$ cat config.mk
export PLATFORM = sky130hd
export DESIGN_NAME = vx_csr_req_sched
export DESIGN_NICKNAME = d
export VERILOG_FILES = /design/src/rtl/vx_csr_req_sched_pkg.sv /design/src/rtl/vx_csr_req_sched_chk.sv /design/src/rtl/vx_csr_req_sched_tag_fifo.sv /design/src/rtl/vx_csr_req_sched.sv
export SDC_FILE = /design/constraint.sdc
export NUM_CORES = 1
export LEC_CHECK = 0
export ABC_CLOCK_PERIOD_IN_PS = 3300
export BUFFER_PORTS_ARGS = -buffer_cell sky130_fd_sc_hd__buf_2
export CORE_AREA = 2 2 266 268
export DETAILED_ROUTE_END_ITERATION = 8
export DIE_AREA = 0 0 268 270
export GPL_TIMING_DRIVEN = 0
export PLACE_DENSITY = 0.3
export SLEW_MARGIN = 20
export SYNTH_ARGS = -nofsm -noshare
export SYNTH_HDL_FRONTEND = slang
export SYNTH_SLANG_ARGS = --single-unit
export TNS_END_PERCENT = 5
$ cat constraint.sdc
create_clock -name clk -period 3.3 [get_ports clk]
set_input_delay 0.165 -clock clk [delete_from_list [all_inputs] [get_ports clk]]
set_output_delay 0.165 -clock clk [all_outputs]
set_load 0.02 [all_outputs]
$ cat src/rtl/vx_csr_req_sched_pkg.sv
// Shared constants for the CSR request scheduler: requester ids, tag widths,
// and the round-robin pointer advance helper.
package VX_csr_sched_pkg;

    localparam int CSR_NUM_REQS        = 3;
    localparam int CSR_MAX_OUTSTANDING = 4;

    localparam int REQ_ID_BITS  = $clog2(CSR_NUM_REQS);
    localparam int TAG_CNT_BITS = $clog2(CSR_MAX_OUTSTANDING) + 1;

    // Fixed requester slots
    localparam int REQ_CORE = 0;
    localparam int REQ_IO   = 1;
    localparam int REQ_EXT  = 2;

    // Next round-robin start position after index cur wins, wrapping at num.
    function automatic int rr_wrap_inc(input int cur, input int num);
        if (cur + 32'sd1 >= num) begin
            return 32'sd0;
        end else begin
            return cur + 32'sd1;
        end
    endfunction

endpackage

$ cat src/rtl/vx_csr_req_sched_chk.sv
// Protocol checker for the CSR request scheduler: a requester that has been
// selected but stalled by the CSR pipe must keep its request asserted.
module vx_csr_req_sched_chk #(
    parameter int NUM_REQS = 3
) (
    input logic                        clk,
    input logic                        reset,
    input logic                        lock,
    input logic [$clog2(NUM_REQS)-1:0] sel_lock,
    input logic [NUM_REQS-1:0]         req_valid
);

    lock_hold_a: assert property (@(posedge clk) disable iff (reset) lock |-> req_valid[sel_lock])
        else $error("vx_csr_req_sched: locked requester %0d dropped its valid", sel_lock);

endmodule

$ cat src/rtl/vx_csr_req_sched_tag_fifo.sv
// In-order tag FIFO: remembers which requester issued each accepted CSR
// request so responses can be routed back in order.
module vx_csr_tag_fifo
    import VX_csr_sched_pkg::*;
#(
    parameter int DATAW = REQ_ID_BITS,
    parameter int DEPTH = 4
) (
    input  logic                     clk,
    input  logic                     reset,
    input  logic                     push,
    input  logic [DATAW-1:0]         push_data,
    input  logic                     pop,
    output logic [DATAW-1:0]         head,
    output logic                     full,
    output logic                     empty,
    output logic [$clog2(DEPTH):0]   count
);

    localparam int AW = $clog2(DEPTH);

    logic [AW:0]      wr_ptr_r;
    logic [AW:0]      rd_ptr_r;
    logic [DATAW-1:0] mem_r [DEPTH];
    logic             push_s;
    logic             pop_s;

    assign push_s = push && !full;
    assign pop_s  = pop && !empty;

    // Pointers carry one extra wrap bit so full and empty are distinguishable.
    always_ff @(posedge clk) begin
        if (reset) begin
            wr_ptr_r <= '0;
            rd_ptr_r <= '0;
        end else begin
            if (push_s) begin
                wr_ptr_r <= wr_ptr_r + (AW + 1)'(1);
            end
            if (pop_s) begin
                rd_ptr_r <= rd_ptr_r + (AW + 1)'(1);
            end
        end
    end

    // Tag storage; contents are only meaningful between push and pop.
    always_ff @(posedge clk) begin
        if (push_s) begin
            mem_r[wr_ptr_r[AW-1:0]] <= push_data;
        end
    end

    assign head  = mem_r[rd_ptr_r[AW-1:0]];
    assign empty = (wr_ptr_r == rd_ptr_r);
    assign full  = (wr_ptr_r[AW] != rd_ptr_r[AW]) && (wr_ptr_r[AW-1:0] == rd_ptr_r[AW-1:0]);
    assign count = wr_ptr_r - rd_ptr_r;

endmodule

$ cat src/rtl/vx_csr_req_sched.sv
// CSR request scheduler: round-robin arbitration of several requesters onto
// the single CSR pipe, with FPU-pending stall, stall lock, and in-order
// response routing through a tag FIFO.
module vx_csr_req_sched
    import VX_csr_sched_pkg::*;
#(
    parameter int NUM_REQS        = CSR_NUM_REQS,
    parameter int REQ_DATAW       = 96,
    parameter int RSP_DATAW       = 128,
    parameter int NUM_WARPS       = 4,
    parameter int MAX_OUTSTANDING = CSR_MAX_OUTSTANDING
) (
    input  logic                                  clk,
    input  logic                                  reset,
    input  logic [NUM_REQS-1:0]                   req_valid,
    input  logic [NUM_REQS*REQ_DATAW-1:0]         req_data,
    input  logic [NUM_REQS*$clog2(NUM_WARPS)-1:0] req_wid,
    input  logic [NUM_REQS-1:0]                   req_is_io,
    output logic [NUM_REQS-1:0]                   req_ready,
    input  logic [NUM_WARPS-1:0]                  fpu_pending,
    output logic                                  out_valid,
    output logic [REQ_DATAW-1:0]                  out_data,
    output logic [$clog2(NUM_WARPS)-1:0]          out_wid,
    input  logic                                  out_ready,
    input  logic                                  pipe_rsp_valid,
    input  logic [RSP_DATAW-1:0]                  pipe_rsp_data,
    output logic                                  pipe_rsp_ready,
    output logic [NUM_REQS-1:0]                   rsp_valid,
    output logic [RSP_DATAW-1:0]                  rsp_data,
    input  logic [NUM_REQS-1:0]                   rsp_ready,
    output logic [$clog2(MAX_OUTSTANDING):0]      outstanding,
    output logic                                  err_orphan_rsp
);

    localparam int ID_W  = $clog2(NUM_REQS);
    localparam int WID_W = $clog2(NUM_WARPS);

    logic [ID_W-1:0]     rr_ptr_r;
    logic [ID_W-1:0]     sel_lock_r;
    logic                lock_r;
    logic                err_orphan_r;
    logic [NUM_REQS-1:0] elig_s;
    logic [ID_W-1:0]     rr_sel_s;
    logic [ID_W-1:0]     sel_s;
    logic                lock_active_s;
    logic                out_valid_s;
    logic                push_s;
    logic                pop_s;
    logic                fifo_full_s;
    logic                fifo_empty_s;
    logic [ID_W-1:0]     fifo_head_s;

    // Eligibility: IO requests bypass the FPU-pending stall of their warp.
    always_comb begin
        elig_s = '0;
        for (int i = 0; i < NUM_REQS; i++) begin
            elig_s[i] = req_valid[i] && (req_is_io[i] || !fpu_pending[req_wid[i*WID_W +: WID_W]]);
        end
    end

    // Round-robin scan from rr_ptr; scanning backwards lets the closest hit win.
    always_comb begin
        int idx_v;
        idx_v    = 0;
        rr_sel_s = rr_ptr_r;
        for (int k = NUM_REQS - 1; k >= 0; k--) begin
            idx_v = (int'(rr_ptr_r) + k) % NUM_REQS;
            if (elig_s[idx_v]) begin
                rr_sel_s = ID_W'(idx_v);
            end else begin
                rr_sel_s = rr_sel_s;
            end
        end
    end

    // A stalled grant stays locked only while its requester keeps valid high.
    assign lock_active_s = lock_r && req_valid[sel_lock_r];
    assign sel_s         = lock_active_s ? sel_lock_r : rr_sel_s;
    assign out_valid_s   = !reset && (lock_active_s || (|elig_s)) && !fifo_full_s;
    assign push_s        = out_valid_s && out_ready;
    assign pop_s         = pipe_rsp_valid && pipe_rsp_ready;

    assign out_valid = out_valid_s;
    assign out_data  = req_data[int'(sel_s)*REQ_DATAW +: REQ_DATAW];
    assign out_wid   = req_wid[int'(sel_s)*WID_W +: WID_W];

    // Only the selected requester sees ready, and only when the pipe takes it.
    always_comb begin
        req_ready = '0;
        for (int i = 0; i < NUM_REQS; i++) begin
            req_ready[i] = (sel_s == ID_W'(i)) && push_s;
        end
    end

    // Route the pipe response to the requester at the FIFO head.
    always_comb begin
        rsp_valid      = '0;
        pipe_rsp_ready = 1'b0;
        for (int i = 0; i < NUM_REQS; i++) begin
            if (!reset && !fifo_empty_s && (fifo_head_s == ID_W'(i))) begin
                rsp_valid[i]   = pipe_rsp_valid;
                pipe_rsp_ready = rsp_ready[i];
            end else begin
                rsp_valid[i]   = 1'b0;
                pipe_rsp_ready = pipe_rsp_ready;
            end
        end
    end

    assign rsp_data = pipe_rsp_data;

    // Arbitration state: advance rr on handshake, lock the winner on a pipe stall.
    always_ff @(posedge clk) begin
        if (reset) begin
            rr_ptr_r   <= '0;
            lock_r     <= 1'b0;
            sel_lock_r <= '0;
        end else if (push_s) begin
            rr_ptr_r <= ID_W'(rr_wrap_inc(int'(sel_s), NUM_REQS));
            lock_r   <= 1'b0;
        end else if (out_valid_s) begin
            lock_r     <= 1'b1;
            sel_lock_r <= sel_s;
        end else begin
            lock_r <= 1'b0;
        end
    end

    // Sticky error: a response showed up with no request waiting for it.
    always_ff @(posedge clk) begin
        if (reset) begin
            err_orphan_r <= 1'b0;
        end else if (pipe_rsp_valid && fifo_empty_s) begin
            err_orphan_r <= 1'b1;
        end else begin
            err_orphan_r <= err_orphan_r;
        end
    end

    assign err_orphan_rsp = err_orphan_r;

    vx_csr_tag_fifo #(
        .DATAW (ID_W),
        .DEPTH (MAX_OUTSTANDING)
    ) u_tag_fifo (
        .clk       (clk),
        .reset     (reset),
        .push      (push_s),
        .push_data (sel_s),
        .pop       (pop_s),
        .head      (fifo_head_s),
        .full      (fifo_full_s),
        .empty     (fifo_empty_s),
        .count     (outstanding)
    );

    vx_csr_req_sched_chk #(
        .NUM_REQS (NUM_REQS)
    ) u_chk (
        .clk       (clk),
        .reset     (reset),
        .lock      (lock_r),
        .sel_lock  (sel_lock_r),
        .req_valid (req_valid)
    );

endmodule

### Yosys cells after proc, flatten, opt, wreduce, memory -nomap -nowiden

Memories as Yosys holds them, arrays and structs flattened. A register that Yosys moved wholly into a read port is not among the register bits.
Index checks and enable logic that the tools add are counted.

| word-level totals | value |
|---|---|
| flip-flop bits (word level) | 12 |
| bits in latches | 0 |
| memory bits (writable) | 8 |
| memory bits (read-only) | 0 |
| input port bits | 439 |
| output and inout bits | 238 |
| word-level logic and storage cells | 102 |
| memories | 1 |

Memories:

| memory | depth | bits a word | read ports | clocked after memory_dff | wr ports | RTL line | text |
|---|---|---|---|---|---|---|---|
| u_tag_fifo.mem_r | 4 | 2 | 1 | 1 | 1 | vx_csr_req_sched_tag_fifo.sv:24 | `logic [DATAW-1:0] mem_r [DEPTH];` |

| operators by class | value |
|---|---|
| add/sub/neg operators | 6 |
| multipliers | 1 |
| divide/modulo/power cells | 3 |
| magnitude comparators | 8 |
| equal/unequal tests | 7 |
| shifts and indexed selects | 2 |
| muxes and demuxes | 33 |
| bitwise operators | 1 |
| reductions and logical operators | 34 |

Operator list:

| kind | number |
|---|---|
| indexed part select 288 x 10 -> 96 bit | 1 |
| < comparator 32 x 4 -> 1 bit, second input constant | 3 |
| remainder unit 32 x 3 -> 32 bit, second input constant | 2 |
| remainder unit 3 x 3 -> 32 bit, second input constant | 1 |
| logical AND 1 bit | 19 |
| two-way mux 1 bit | 19 |
| binary-select mux 1 bit (select 2 bit) | 7 |
| two-way mux 2 bit | 7 |
| < comparator 2 x 3 -> 1 bit, second input constant | 4 |
| adder 2 x 1 -> 3 bit, second input constant | 2 |
| adder 3 x 1 -> 3 bit, second input constant | 2 |
| logical NOT 1 bit | 6 |
| indexed part select 6 x 4 -> 2 bit | 1 |
| == test 2 x 1 -> 1 bit, second input constant | 2 |
| == test 2 bit, second input constant | 2 |
| logical NOT 2 bit | 2 |
| logical OR 1 bit | 4 |
| multiplier 2 x 2 -> 4 bit, second input constant | 1 |
| adder 2 x 2 -> 3 bit, second input constant | 1 |
| == test 3 bit | 1 |
| greater-or-equal comparator 3 x 2 -> 1 bit, second input constant | 1 |
| OR reduction 3 bit | 1 |
| subtractor 3 bit | 1 |
| == test 2 bit | 1 |
| other kinds (4) | 4 |

### Logic depth before layout (Yosys ltp)

Gate-level depths: netlist of run 1.

| depth | value |
|---|---|
| depth after elaboration | 15 |
| mapped depth | 12 |
| gate-level depth less buffers | 9 |

### By module

A second synthesis of run 1 with hierarchy kept.

| unflattened totals | value |
|---|---|
| cell total of the unflattened synthesis | 515 |
| area, all modules | 4535.6 µm² |

By module, submodules not included:

| module | instances | cells an instance | area an instance (µm²) | sequential area each (µm²) |
|---|---|---|---|---|
| vx_csr_req_sched | 1 | 439 | 3631.0 | 120.1 |
| vx_csr_tag_fifo | 1 | 76 | 904.6 | 400.4 |

### Worst setup path after synthesis of run 1

OpenSTA, ideal clock, no wires.

| timing path | value |
|---|---|
| path kind | flip-flop to output port |
| start | register rr_ptr_r[0] |
| end | output out_data[30] |
| arrival time | 2747 ps |
| data required time | 3135 ps |
| slack | 388 ps |
| cell stages (with the launch flop) | 12 |
| buffers on the path | 4 |
| cells stage by stage | dfxtp_1 -> inv_1 -> ha_1 -> clkbuf_1 -> nor4_1 -> or4_1 -> o31ai_1 -> nor2b_1 -> buf_2 -> buf_6 -> buf_2 -> o2bb2ai_1 |

| on the way | value |
|---|---|
| word-level cells in the longest chain between the ends | 11 |
| elaborated cells on any way between the ends | 20 |
| classes of those cells | add/sub (2); mul (1); div (3); shift (1); mux (13) |

RTL lines:

| item | RTL line | text |
|---|---|---|
| from (decl) | vx_csr_req_sched.sv:38 | `logic [ID_W-1:0] rr_ptr_r;` |
| from (signal assigned) | vx_csr_req_sched.sv:119 | `rr_ptr_r <= ID_W'(rr_wrap_inc(int'(sel_s), NUM_REQS));` |
| adder 2 x 2 -> 3 bit | vx_csr_req_sched.sv:67 | `idx_v = (int'(rr_ptr_r) + k) % NUM_REQS;` |
| remainder unit 32 x 3 -> 32 bit | vx_csr_req_sched.sv:67 |  |
| binary-select mux 1 bit (select 2 bit) | vx_csr_req_sched.sv:68 | `if (elig_s[idx_v]) begin` |
| two-way mux 1 bit (implied by the code) (2 in a row) | vx_csr_req_sched.sv:68 |  |
| two-way mux 2 bit (2 in a row) | vx_csr_req_sched.sv:68 |  |
| two-way mux 2 bit * | vx_csr_req_sched.sv:68 |  |
| two-way mux 2 bit * | vx_csr_req_sched.sv:78 | `assign sel_s = lock_active_s ? sel_lock_r : rr_sel_s;` |
| multiplier 2 x 2 -> 4 bit * | vx_csr_req_sched.sv:84 | `assign out_data = req_data[int'(sel_s)*REQ_DATAW +: REQ_DATAW];` |
| indexed part select 288 x 10 -> 96 bit * | vx_csr_req_sched.sv:84 |  |
| to (decl) | vx_csr_req_sched.sv:22 | `output logic [REQ_DATAW-1:0] out_data,` |

Mark *: on every way between the ends. The rest lies on a longest branch, timed or not. The select of a mux whose other input is x is not followed.

### Worst setup path in the final report of run 1

| timing path | value |
|---|---|
| start | register rr_ptr_r[0] |
| end | output out_data[36] |

The elaborated chain is that of the path after synthesis.

==> results of run 1 <==
==> final timing paths <==
kind,slack [ps],end,start
max reg2reg,650,u_tag_fifo.mem_r[2][1]$_DFFE_PP_,rr_ptr_r[0]$_SDFFE_PP0P_
max,100,out_data[36],rr_ptr_r[0]$_SDFFE_PP0P_
min,220,err_orphan_rsp$_SDFFE_PP0P_,pipe_rsp_valid
min reg2reg,470,err_orphan_rsp$_SDFFE_PP0P_,err_orphan_rsp$_SDFFE_PP0P_
==> Yosys cell counts (4+ instances only) <==
cell / instances / share of area [%]
inv_1: 14 / 1.2
buf_6: 9 / 2.3
nand2_1: 8 / 0.68
and3_1: 5 / 0.70
dfxtp_1: 14 / 6.3
mux2i_1: 108 / 24
ha_1: 9 / 2.5
clkbuf_1: 7 / 0.59
o2bb2ai_1: 99 / 19
buf_2: 13 / 1.5
nand2b_1: 5 / 0.70
edfxtp_1: 8 / 5.4
buf_1: 6 / 0.51
a21oi_1: 4 / 0.45
nor2_1: 15 / 1.3
buf_4: 129 / 22
==> metrics by stage <==
stage	power [mW]	util, %	TNS (ps)
6_report	5.17	12.8	0
5_1_grt	5.49	12.8	-467
4_1_cts	5.24	12.7	-90.7
3_5_place_dp	4.44	12.0	-54210
3_3_place_gp	4.46	12.0	-112920
2_1_floorplan	2.90	-	0
==> worst max-delay path: stages (launching register included) <==
cell and delay, ps:
dfxtp_2 350, inv_2 60, ha_4 210, clkbuf_8 150
or4_4 550, a21oi_1 260, o31ai_4 110, buf_4 150
clkbuf_8 210, clkbuf_4 260, o2bb2ai_1 250, buf_2 220
==> area by class of cell <==
type                            instances  share of cell area, %
Antenna cell                            3                 0.0842
Timing Repair Buffer                  564                   32.8
Clock buffer                            3                  0.842
Multi-Input combinational cell        304                   31.5
Sequential cell                        22                   5.89
Inverter                               14                  0.589
Clock inverter                          1                  0.337
Buffer                                162                   14.7
Tap cell                              940                   13.2
==> state kept, by name, indices dropped and copies added, names as in the netlist, named ones only <==
signal and count:
u_tag_fifo.wr_ptr_r 3, sel_lock_r 2, rr_ptr_r 2, err_orphan_rsp 1, u_tag_fifo.mem_r 8, lock_r 1
u_tag_fifo.rd_ptr_r 3
==> what timing repair did <==
item / 4_1_cts / 5_1_grt
pin swaps: 8 / 2
endpoints found under the setup margin: 107 / 98
cloned: 0 / 0
gates resized for setup: 71 / 11
buffers inserted: 14 / 2
==> report_power, final <==
group	switching [mW]	internal [mW]	leakage [nW]	total, mW
Clock	0.0989	0.241	0.0511	0.340
Sequential	0.0154	0.311	0.189	0.327
Combinational	2.63	1.87	4.08	4.50
Total	2.74	2.42	4.32	5.17
==> kinds of logic (layout without fill, tap and decap cells) <==
logic type	Yosys count	in the layout	synth area share [%]
buffers and inverters	178	744	27.8
AO/OA/AOI/OAI	126	126	24.5
multiplexers	112	112	26.1
AND/OR/NAND/NOR	51	51	5.94
flip-flops	22	22	11.7
adder cells (fa/ha/maj)	10	10	2.98
XOR/XNOR	5	5	0.985
other	0	3	0
==> per-layer routing <==
layer	GRT usage [%]	vias to the layer above
met5	0	-
met4	3.85	4
met3	1.39	32
met2	15.7	323
met1	8.29	2775
li1	-	2893
==> placed cells by master (no fill, tap or decap), types with 4 or more instances in the layout <==
master       n
nand2_1      8
nor2_1      15
inv_1       13
edfxtp_1     8
buf_6       11
ha_1         8
buf_4      148
nand2b_1     5
and3_1       5
buf_2      548
dfxtp_1     12
mux2i_1    102
clkbuf_4     4
buf_12       9
a21oi_1      4
o2bb2ai_1   96
==> impl_results.md, run 1 <==
* Share of cells above drive strength 1 at 70.3%
* Max-Cap Viols at 0
* Post-route setup slack at 95.4 ps
* Yosys reg bits at 22
* P&R area growth vs syn at 101%
* Final Instance Area at 8920 um^2
* Final GP Congestion at 0.908
* Full die area at 72,400 um^2
* Net count, final at 1,520
* Final min period at 3200 ps
* Critical Path AT at 3040 ps
* H-tree levels at 1
* Clk pin slew, worst setup/hold paths at 60 ps
* Row count at 97
* Setup CP Type: reg -> out
* Wl on met1 at 11,000 um
* Met2 Wirelength at 17,200 um
* Clock sinks at 22
* Vias in the first global route at 6,325
* CTS Buf Count at 3
* Placed cells at 1,992
* Die height at 270 um
* Initial antenna violation count at 6
* Vias per std cell at 2.99
* Fmax at 0.312 GHz
* Final Slew Violations at 0
* Max_slew headroom at 68.7%
* Max layer used: met5
* Final setup vio count at 0
* Post-synth EDFFs at 8
* Most used DFF post-synth: dfxtp_1
* Filler-free cell count of the finished design at 2,013
* Crit share post-route at 97.1%
* Hpwl dp at 28,700 um
* Iteration-0 DRC Markers at 169
* Starting Density at 6.39%
* Setup Skew at 5.55 ps
* Drt wl/cell at 15.9 um
* Post-synth ARST share at 0%
* Worst hold slack at 223 ps
* Worst hold path stage count at 3
* Multi-input logic area at 2810 um^2
* CTS tree: done
* # port buffers at 548
* GRT Resource Usage Total at 8.12%
* IO Count at 677
* Yosys synthesis warning count at 0
* Mapped Area at 4450 um^2
* R2R cell count at 9
* Power density over cell area at 580 nW/um^2
* Hold Buf Count CTS at 0
* Root Driver: clkbuf_16
* Syn_nets at 953
* CP required at 3130 ps
* Largest net degree at the start of global routing at 14
* Via count at 6,027
* CP Max Fanout at 10
* Worst vdd ir at 0.000323 V
* RSZ-0062 raised after global routing: true
* Total gr overflow at 0
* Register area at 526 um^2
* Final ANT Viol Nets at 0
* CP Launch Type: register
* Worst-case clock buffer depth at 2
* First-pass GRT wire length at 43,100 um
* Pre-CTS setup slack at -974 ps
* Synthesized area per cell at 8.82 um^2
* DIE WIDTH at 268 um
* Outcome: completed
* Yosys cell types at 48
* 1st-pass router iterations at 4
* FILL cells at 8,125
* Post-Route WL at 32,000 um
* Core Area at 69,500 um^2
* Final Hold Vio Count at 0
* Later-pin clock latency in the skew report at 250 ps
* Register area share after synthesis at 11.7%
* Crit. End Element: output port
* Post-route DRC at 0
* P_leak at 4.32 nW
* Met3 WL post-DR at 1980 um
* Placed Area at 8370 um^2
* Least-Margin Pin Slew at 469 ps
* Hold Path Class: in -> reg
* Synth Instances at 504
Note: power is estimated with default switching activity, not from simulation.
==> inputs of run 2 (changes only) <==
--- a/config.mk
+++ b/config.mk
@@ -6,7 +6,7 @@
 export NUM_CORES = 1
 export LEC_CHECK = 0
 export ABC_CLOCK_PERIOD_IN_PS = 3300
-export BUFFER_PORTS_ARGS = -buffer_cell sky130_fd_sc_hd__buf_2
+export BUFFER_PORTS_ARGS = -buffer_cell sky130_fd_sc_hd__buf_4
 export CORE_AREA = 2 2 266 268
 export DETAILED_ROUTE_END_ITERATION = 8
 export DIE_AREA = 0 0 268 270
==> run 2 against run 1 <==
Global-route usage rose by 0.79 points. Largest cell class unchanged. Critical endpoint is now out_data[22]. First-iteration DRC count grew 9.5%. Flip-flop and latch count is the same. Highest routed layer unchanged.
==> impl_results.md, run 2 (same netlist as run 1, synthesis figures left out) <==
* Outcome: completed (unchanged)
* Flip-flop count of the largest register after layout at 8 (unchanged)
* Final Hold Vio Count at 0 (unchanged)
* Clk pin slew, worst setup/hold paths at 60 ps (about the same)
* 1st-pass router iterations at 4 (unchanged)
* Starting Density at 6.39% (unchanged)
* IO Count at 677 (unchanged)
* CP max stage cell: or4_4 (unchanged)
* Root Driver: clkbuf_16 (unchanged)
* Vias per std cell at 2.99 (about the same)
* Vias in the first global route at 6,343 (was 6,325)
* Share of cells above drive strength 1 at 70.6% (was 70.3%)
* Int Pwr at 2.93 mW (was 2.42 mW)
* Initial antenna violation count at 2 (was 6)
* CTS tree: done (unchanged)
* CP required at 3130 ps (about the same)
* Clock sinks at 22 (unchanged)
* Post-route setup slack at 77.2 ps (was 95.4 ps)
* Iteration-0 DRC Markers at 185 (was 169)
* Delay of the slowest critical-path stage at 520 ps (was 550 ps)
* Row count at 97 (unchanged)
* Part of the power in registers at 5.6% (was 6.3%)
* Clk pwr share at 5.9% (was 6.6%)
* Wl on met1 at 11,800 um (was 11,000 um)
* Largest net degree at the start of global routing at 14 (unchanged)
* First-pass GRT wire length at 46,400 um (was 43,100 um)
* Post-route DRC at 0 (unchanged)
* FILL cells at 8,025 (was 8,125)
* Die height at 270 um (unchanged)
* Buffers and inverters on the worst path at 5 (was 6)
* Final Slew Violations at 0 (unchanged)
* Net Sw Power at 2.86 mW (was 2.74 mW)
* Final Instance Area at 10,300 um^2 (was 8920 um^2)
* P&R area growth vs syn at 132% (was 101%)
* Final GP Congestion at 0.834 (was 0.908)
* # port buffers at 548 (unchanged)
* Total gr overflow at 0 (unchanged)
* Full die area at 72,400 um^2 (unchanged)
* Pre-CTS setup slack at -925 ps (was -974 ps)
* Final setup vio count at 0 (unchanged)
* TNS Setup at 0 ps (unchanged)
* Crit. End Element: output port (unchanged)
* Setup CP Type: reg -> out (unchanged)
* Power, Total at 5.78 mW (was 5.17 mW)
* Final Util at 14.8% (was 12.8%)
* CTS Buf Count at 3 (unchanged)
* Max-Cap Viols at 0 (unchanged)
* Core Area at 69,500 um^2 (unchanged)
* Hold Path Class: in -> reg (unchanged)
* Hpwl dp at 30,600 um (was 28,700 um)
* Later-pin clock latency in the skew report at 250 ps (about the same)
* Drt wl/cell at 17.3 um (was 15.9 um)
* CP Max Fanout at 10 (unchanged)
* Power density over cell area at 562 nW/um^2 (was 580 nW/um^2)
* Fmax at 0.310 GHz (was 0.312 GHz)
* Least-Margin Pin Slew at 472 ps (was 469 ps)
* GRT Resource Usage Total at 8.90% (was 8.12%)
* Placed Area at 9740 um^2 (was 8370 um^2)
* DIE WIDTH at 268 um (unchanged)
* Critical Path AT at 3060 ps (was 3040 ps)
* Met2 Wirelength at 19,500 um (was 17,200 um)
* Final ANT Viol Nets at 0 (unchanged)
* Logic pwr share at 88.5% (was 87.1%)
* Switching share of total power at 49.4% (was 53.1%)
* Final min period at 3220 ps (was 3200 ps)
* H-tree levels at 1 (unchanged)
* CP Launch Type: register (unchanged)
* Most frequent cells in the layout: 691 x buf_4, 100 x mux2i_1, 96 x o2bb2ai_1 (was 548 x buf_2, 148 x buf_4, 102 x mux2i_1)
* Net count, final at 1,520 (unchanged)
* Crit share post-route at 97.7% (was 97.1%)
* Worst vdd ir at 0.000236 V (was 0.000323 V)
* Most common cell after layout, fill and taps aside: buf_4 (was buf_2)
* P_leak at 4.78 nW (was 4.32 nW)
* Via count at 6,019 (was 6,027)
* Worst-case clock buffer depth at 2 (unchanged)
* Max layer used: met5 (unchanged)
* Post-Route WL at 34,900 um (was 32,000 um)
* Met3 WL post-DR at 2330 um (was 1980 um)
* Worst path cell trace: ha_4, clkbuf_8, or4_4, o2111a_1, o41ai_4, buf_6, buf_12, buf_8, mux2i_2, o2bb2ai_1, buf_4 (was inv_2, ha_4, clkbuf_8, or4_4, a21oi_1, o31ai_4, buf_4, clkbuf_8, clkbuf_4, o2bb2ai_1, buf_2)
* Setup Skew at 3.68 ps (was 5.55 ps)
* Delay-heaviest family, CP: buffers and inverters (unchanged)
* Max_slew headroom at 68.5% (was 68.7%)
[run 2: path summary, 6_finish.rpt]
kind                            cells after the start                         from  slack [ps]                           to
worst max-delay path                               11     rr_ptr_r[1]$_SDFFE_PP0P_          80                 out_data[22]
worst min-delay path                                2                    out_ready         190            lock_r$_SDFF_PP0_
worst max register to register                     11     rr_ptr_r[1]$_SDFFE_PP0P_         610     rr_ptr_r[1]$_SDFFE_PP0P_
worst min register to register                      2  err_orphan_rsp$_SDFFE_PP0P_         500  err_orphan_rsp$_SDFFE_PP0P_
[run 2: worst register-to-register path, cell delays in order, from the launching register on]
cell and delay, ps:
dfxtp_4 360, ha_4 250, clkbuf_8 150, or4_4 520, o2111a_1 160, o41ai_4 220, buf_6 170, buf_12 110
buf_16 130, buf_4 120, nor3b_1 300, a31o_1 140
[run 2: power by group through the flow]
stage               logic (mW)  clock network, mW  registers, mW
floorplan                 2.57                  0          0.326
global placement          4.70                  0          0.330
detailed placement        4.68                  0          0.331
CTS                       5.18              0.354          0.327
global route              5.46              0.361          0.328
finish                    5.12              0.339          0.326
[run 2: cell type report]
type / count / area [um^2] / area share [%]
Timing Repair Buffer: 566 / 4320 / 41.9
Multi-Input combinational cell: 304 / 2810 / 27.2
Buffer: 160 / 1310 / 12.7
Tap cell: 940 / 1180 / 11.4
Sequential cell: 22 / 526 / 5.10
Clock buffer: 3 / 75.1 / 0.729
Inverter: 14 / 52.6 / 0.510
Clock inverter: 1 / 30.0 / 0.292
Antenna cell: 2 / 5.00 / 0.0486
[run 2: layer usage]
metal / track usage (%) / vias to the layer above
li1: - / 2891
met1: 9.05 / 2783
met2: 17.8 / 317
met3: 1.75 / 26
met4: 2.82 / 2
met5: 0 / -
[run 2: through the flow]
stage,hold WS (ps),instances
after floorplan,282,504
after global placement,461,1992
final,187,2012
after CTS,188,2007
after global routing,202,2011
after detailed placement,455,1992
[run 2: what timing repair did]
action | 4_1_cts | 5_1_grt
setup buffers | 12 | 4
cloned | 2 | 0
resized for setup | 70 | 13
hold buffers | 0 | 0
endpoints found under the setup margin | 108 | 82
pin swaps | 4 | 3
==> inputs of run 3 (changes only) <==
--- a/config.mk
+++ b/config.mk
@@ -11,7 +11,6 @@
 export DETAILED_ROUTE_END_ITERATION = 8
 export DIE_AREA = 0 0 268 270
 export GPL_TIMING_DRIVEN = 0
-export PLACE_DENSITY = 0.3
 export SLEW_MARGIN = 20
 export SYNTH_ARGS = -nofsm -noshare
 export SYNTH_HDL_FRONTEND = slang
==> run 3 against run 2 <==
Combinational power is 14% higher. Sequential share of layout area down 0.29 points. Cell area grew 6.8%. Largest cell class unchanged. Via count up 4.7%. First-iteration DRC count up 38%. Critical path depth unchanged. Setup slack improved by 3.1 ps. Highest routed layer unchanged. Sequential power barely moved. Maximum frequency about the same. Clock skew is 0.83 ps lower. Utilization grew 1.0 points. Routed wire length is 22% higher.
==> impl_results.md, run 3 (same netlist as run 1, synthesis figures left out) <==
* Outcome: completed (unchanged)
* Setup Skew at 2.85 ps (was 3.68 ps)
* Least-Margin Pin Slew at 577 ps (was 472 ps)
* Multi-input logic area at 3200 um^2 (was 2810 um^2)
* Power density over cell area at 584 nW/um^2 (was 562 nW/um^2)
* Delay of the slowest critical-path stage at 550 ps (was 520 ps)
* Clock sinks at 22 (unchanged)
* CP Launch Type: register (unchanged)
* CTS tree: done (unchanged)
* Final Instance Area at 11,000 um^2 (was 10,300 um^2)
* Post-Route WL at 42,400 um (was 34,900 um)
* Fmax at 0.311 GHz (was 0.310 GHz)
* Post-route DRC at 0 (unchanged)
* Vias in the first global route at 6,177 (was 6,343)
* Crit. End Element: output port (unchanged)
* First-pass GRT wire length at 53,300 um (was 46,400 um)
* Iteration-0 DRC Markers at 256 (was 185)
* CTS Buf Count at 3 (unchanged)
* Via count at 6,300 (was 6,019)
* Register area at 529 um^2 (was 526 um^2)
* Crit share post-route at 97.6% (was 97.7%)
* Most used cell, CP: buf_4
* Hold Path Class: in -> reg (unchanged)
* Core Area at 69,500 um^2 (unchanged)
* P_leak at 4.99 nW (was 4.78 nW)
* Net count, final at 1,531 (was 1,520)
* CP required at 3130 ps (about the same)
* Critical Path AT at 3050 ps (was 3060 ps)
* Hpwl dp at 37,200 um (was 30,600 um)
* IO Count at 677 (unchanged)
* Clk pin slew, worst setup/hold paths at 60 ps (about the same)
* Filler-free cell count of the finished design at 2,029 (was 2,012)
* Worst path cell trace: inv_4, ha_4, buf_8, nor4_2, or4_4, o31ai_4, nor2b_4, buf_12, buf_4, o2bb2ai_1, buf_4 (was ha_4, clkbuf_8, or4_4, o2111a_1, o41ai_4, buf_6, buf_12, buf_8, mux2i_2, o2bb2ai_1, buf_4)
* GRT Resource Usage Total at 10.9% (was 8.90%)
* Placed Area at 9740 um^2 (about the same)
* H-tree levels at 1 (unchanged)
* Max-Cap Viols at 0 (unchanged)
* Most frequent cells in the layout: 678 x buf_4, 92 x mux2i_1, 58 x o2bb2ai_1 (was 691 x buf_4, 100 x mux2i_1, 96 x o2bb2ai_1)
* Worst-case clock buffer depth at 2 (unchanged)
* Root Driver: clkbuf_16 (unchanged)
* Placed cells at 1,992 (unchanged)
* Row count at 97 (unchanged)
* DIE WIDTH at 268 um (unchanged)
* Share of cells above drive strength 1 at 75.5% (was 70.6%)
* Total gr overflow at 0 (unchanged)
* Drt wl/cell at 20.9 um (was 17.3 um)
* Final GP Congestion at 0.884 (was 0.834)
* Most common cell after layout, fill and taps aside: buf_4 (unchanged)
* Final Hold Vio Count at 0 (unchanged)
* Setup CP Type: reg -> out (unchanged)
* Starting Density at 6.39% (unchanged)
* CP max stage cell: or4_4 (unchanged)
* Full die area at 72,400 um^2 (unchanged)
* Vias per std cell at 3.10 (was 2.99)
* # port buffers at 548 (unchanged)
* Final Util at 15.8% (was 14.8%)
* Initial antenna violation count at 30 (was 2)
* 1st-pass router iterations at 4 (unchanged)
* CP Max Fanout at 10 (unchanged)
* Final ANT Viol Nets at 0 (unchanged)
* Flip-flop count of the largest register after layout at 8 (unchanged)
* P&R area growth vs syn at 147% (was 132%)
* Largest net degree at the start of global routing at 14 (unchanged)
* Final Slew Violations at 0 (unchanged)
* FILL cells at 7,940 (was 8,025)
* Final min period at 3220 ps (about the same)
* Die height at 270 um (unchanged)
* Max_slew headroom at 60.5% (was 68.5%)
* Worst vdd ir at 0.000387 V (was 0.000236 V)
* RSZ-0062 raised after global routing: true
* Later-pin clock latency in the skew report at 250 ps (about the same)
* Final setup vio count at 0 (unchanged)
## run 3: cell count changes in the layout (fill, tap and decap cells not counted), sizes merged
cell    before  now
bufinv       1    0
diode        2    8
buf        719  729
clkbuf      10   12
## run 3: layout make-up
class                   instances  area share (%)
repair buffers                576            41.2
multi-input cells             304            29.1
plain buffers                 161            12.9
well taps                     940            10.7
flip-flops and latches         22            4.81
clock buffers                   4           0.716
inverters                      14           0.500
diodes                          8           0.182
## run 3: worst paths after layout
check                                       from                             endpoint  slack [ps]  depth (start not counted)
max                     rr_ptr_r[0]$_SDFFE_PP0P_                         out_data[26]          80                         11
min                                    out_ready                    lock_r$_SDFF_PP0_         180                          2
max reg2reg             rr_ptr_r[0]$_SDFFE_PP0P_           sel_lock_r[1]$_SDFFE_PP0P_         580                         11
min reg2reg  u_tag_fifo.rd_ptr_r[2]$_SDFFE_PP0P_  u_tag_fifo.rd_ptr_r[2]$_SDFFE_PP0P_         490                          1
## run 3: where the power goes
group	total [mW]	internal, mW	switching [mW]	leakage (nW)
registers	0.329	0.313	0.0165	0.190
logic	5.85	2.78	3.07	4.76
clock network	0.255	0.165	0.0907	0.0382
## run 3: through the flow
step                power, mW  setup slack [ps]  setup TNS (ps)  hold slack (ps)
floorplan                2.90               388               0              282
global placement         5.12             -1990         -145020              436
detailed placement       5.11             -1370         -101940              443
CTS                      6.13             -37.6            -705              170
global route             6.78             -36.2            -266              188
finish                   6.43              80.4               0              181
## run 3: routing by layer
| layer | track usage, % | part of all wire, % | up-vias |
|---|---|---|---|
| li1 | - | - | 2932 |
| met1 | 13.0 | 40 | 2892 |
| met2 | 17.8 | 46 | 387 |
| met3 | 4.69 | 11 | 69 |
| met4 | 2.47 | 2.5 | 20 |
| met5 | 0 | 0.29 | - |
## run 3: repair_timing
item,CTS,global route
setup buffers,24,2
gates cloned,2,2
endpoints found under the setup margin,113,99
gates resized for setup,102,86
hold buffers,0,0
pin swaps,9,4
## run 3: worst max-delay path, delay by kind of cell (launching register included)
family	cells	cell delay, ps
buffers and inverters	5	720
DFF	1	360
AOI/OAI and AO/OA	2	560
adders and majority gates	1	270
and+or+nand+nor	3	880
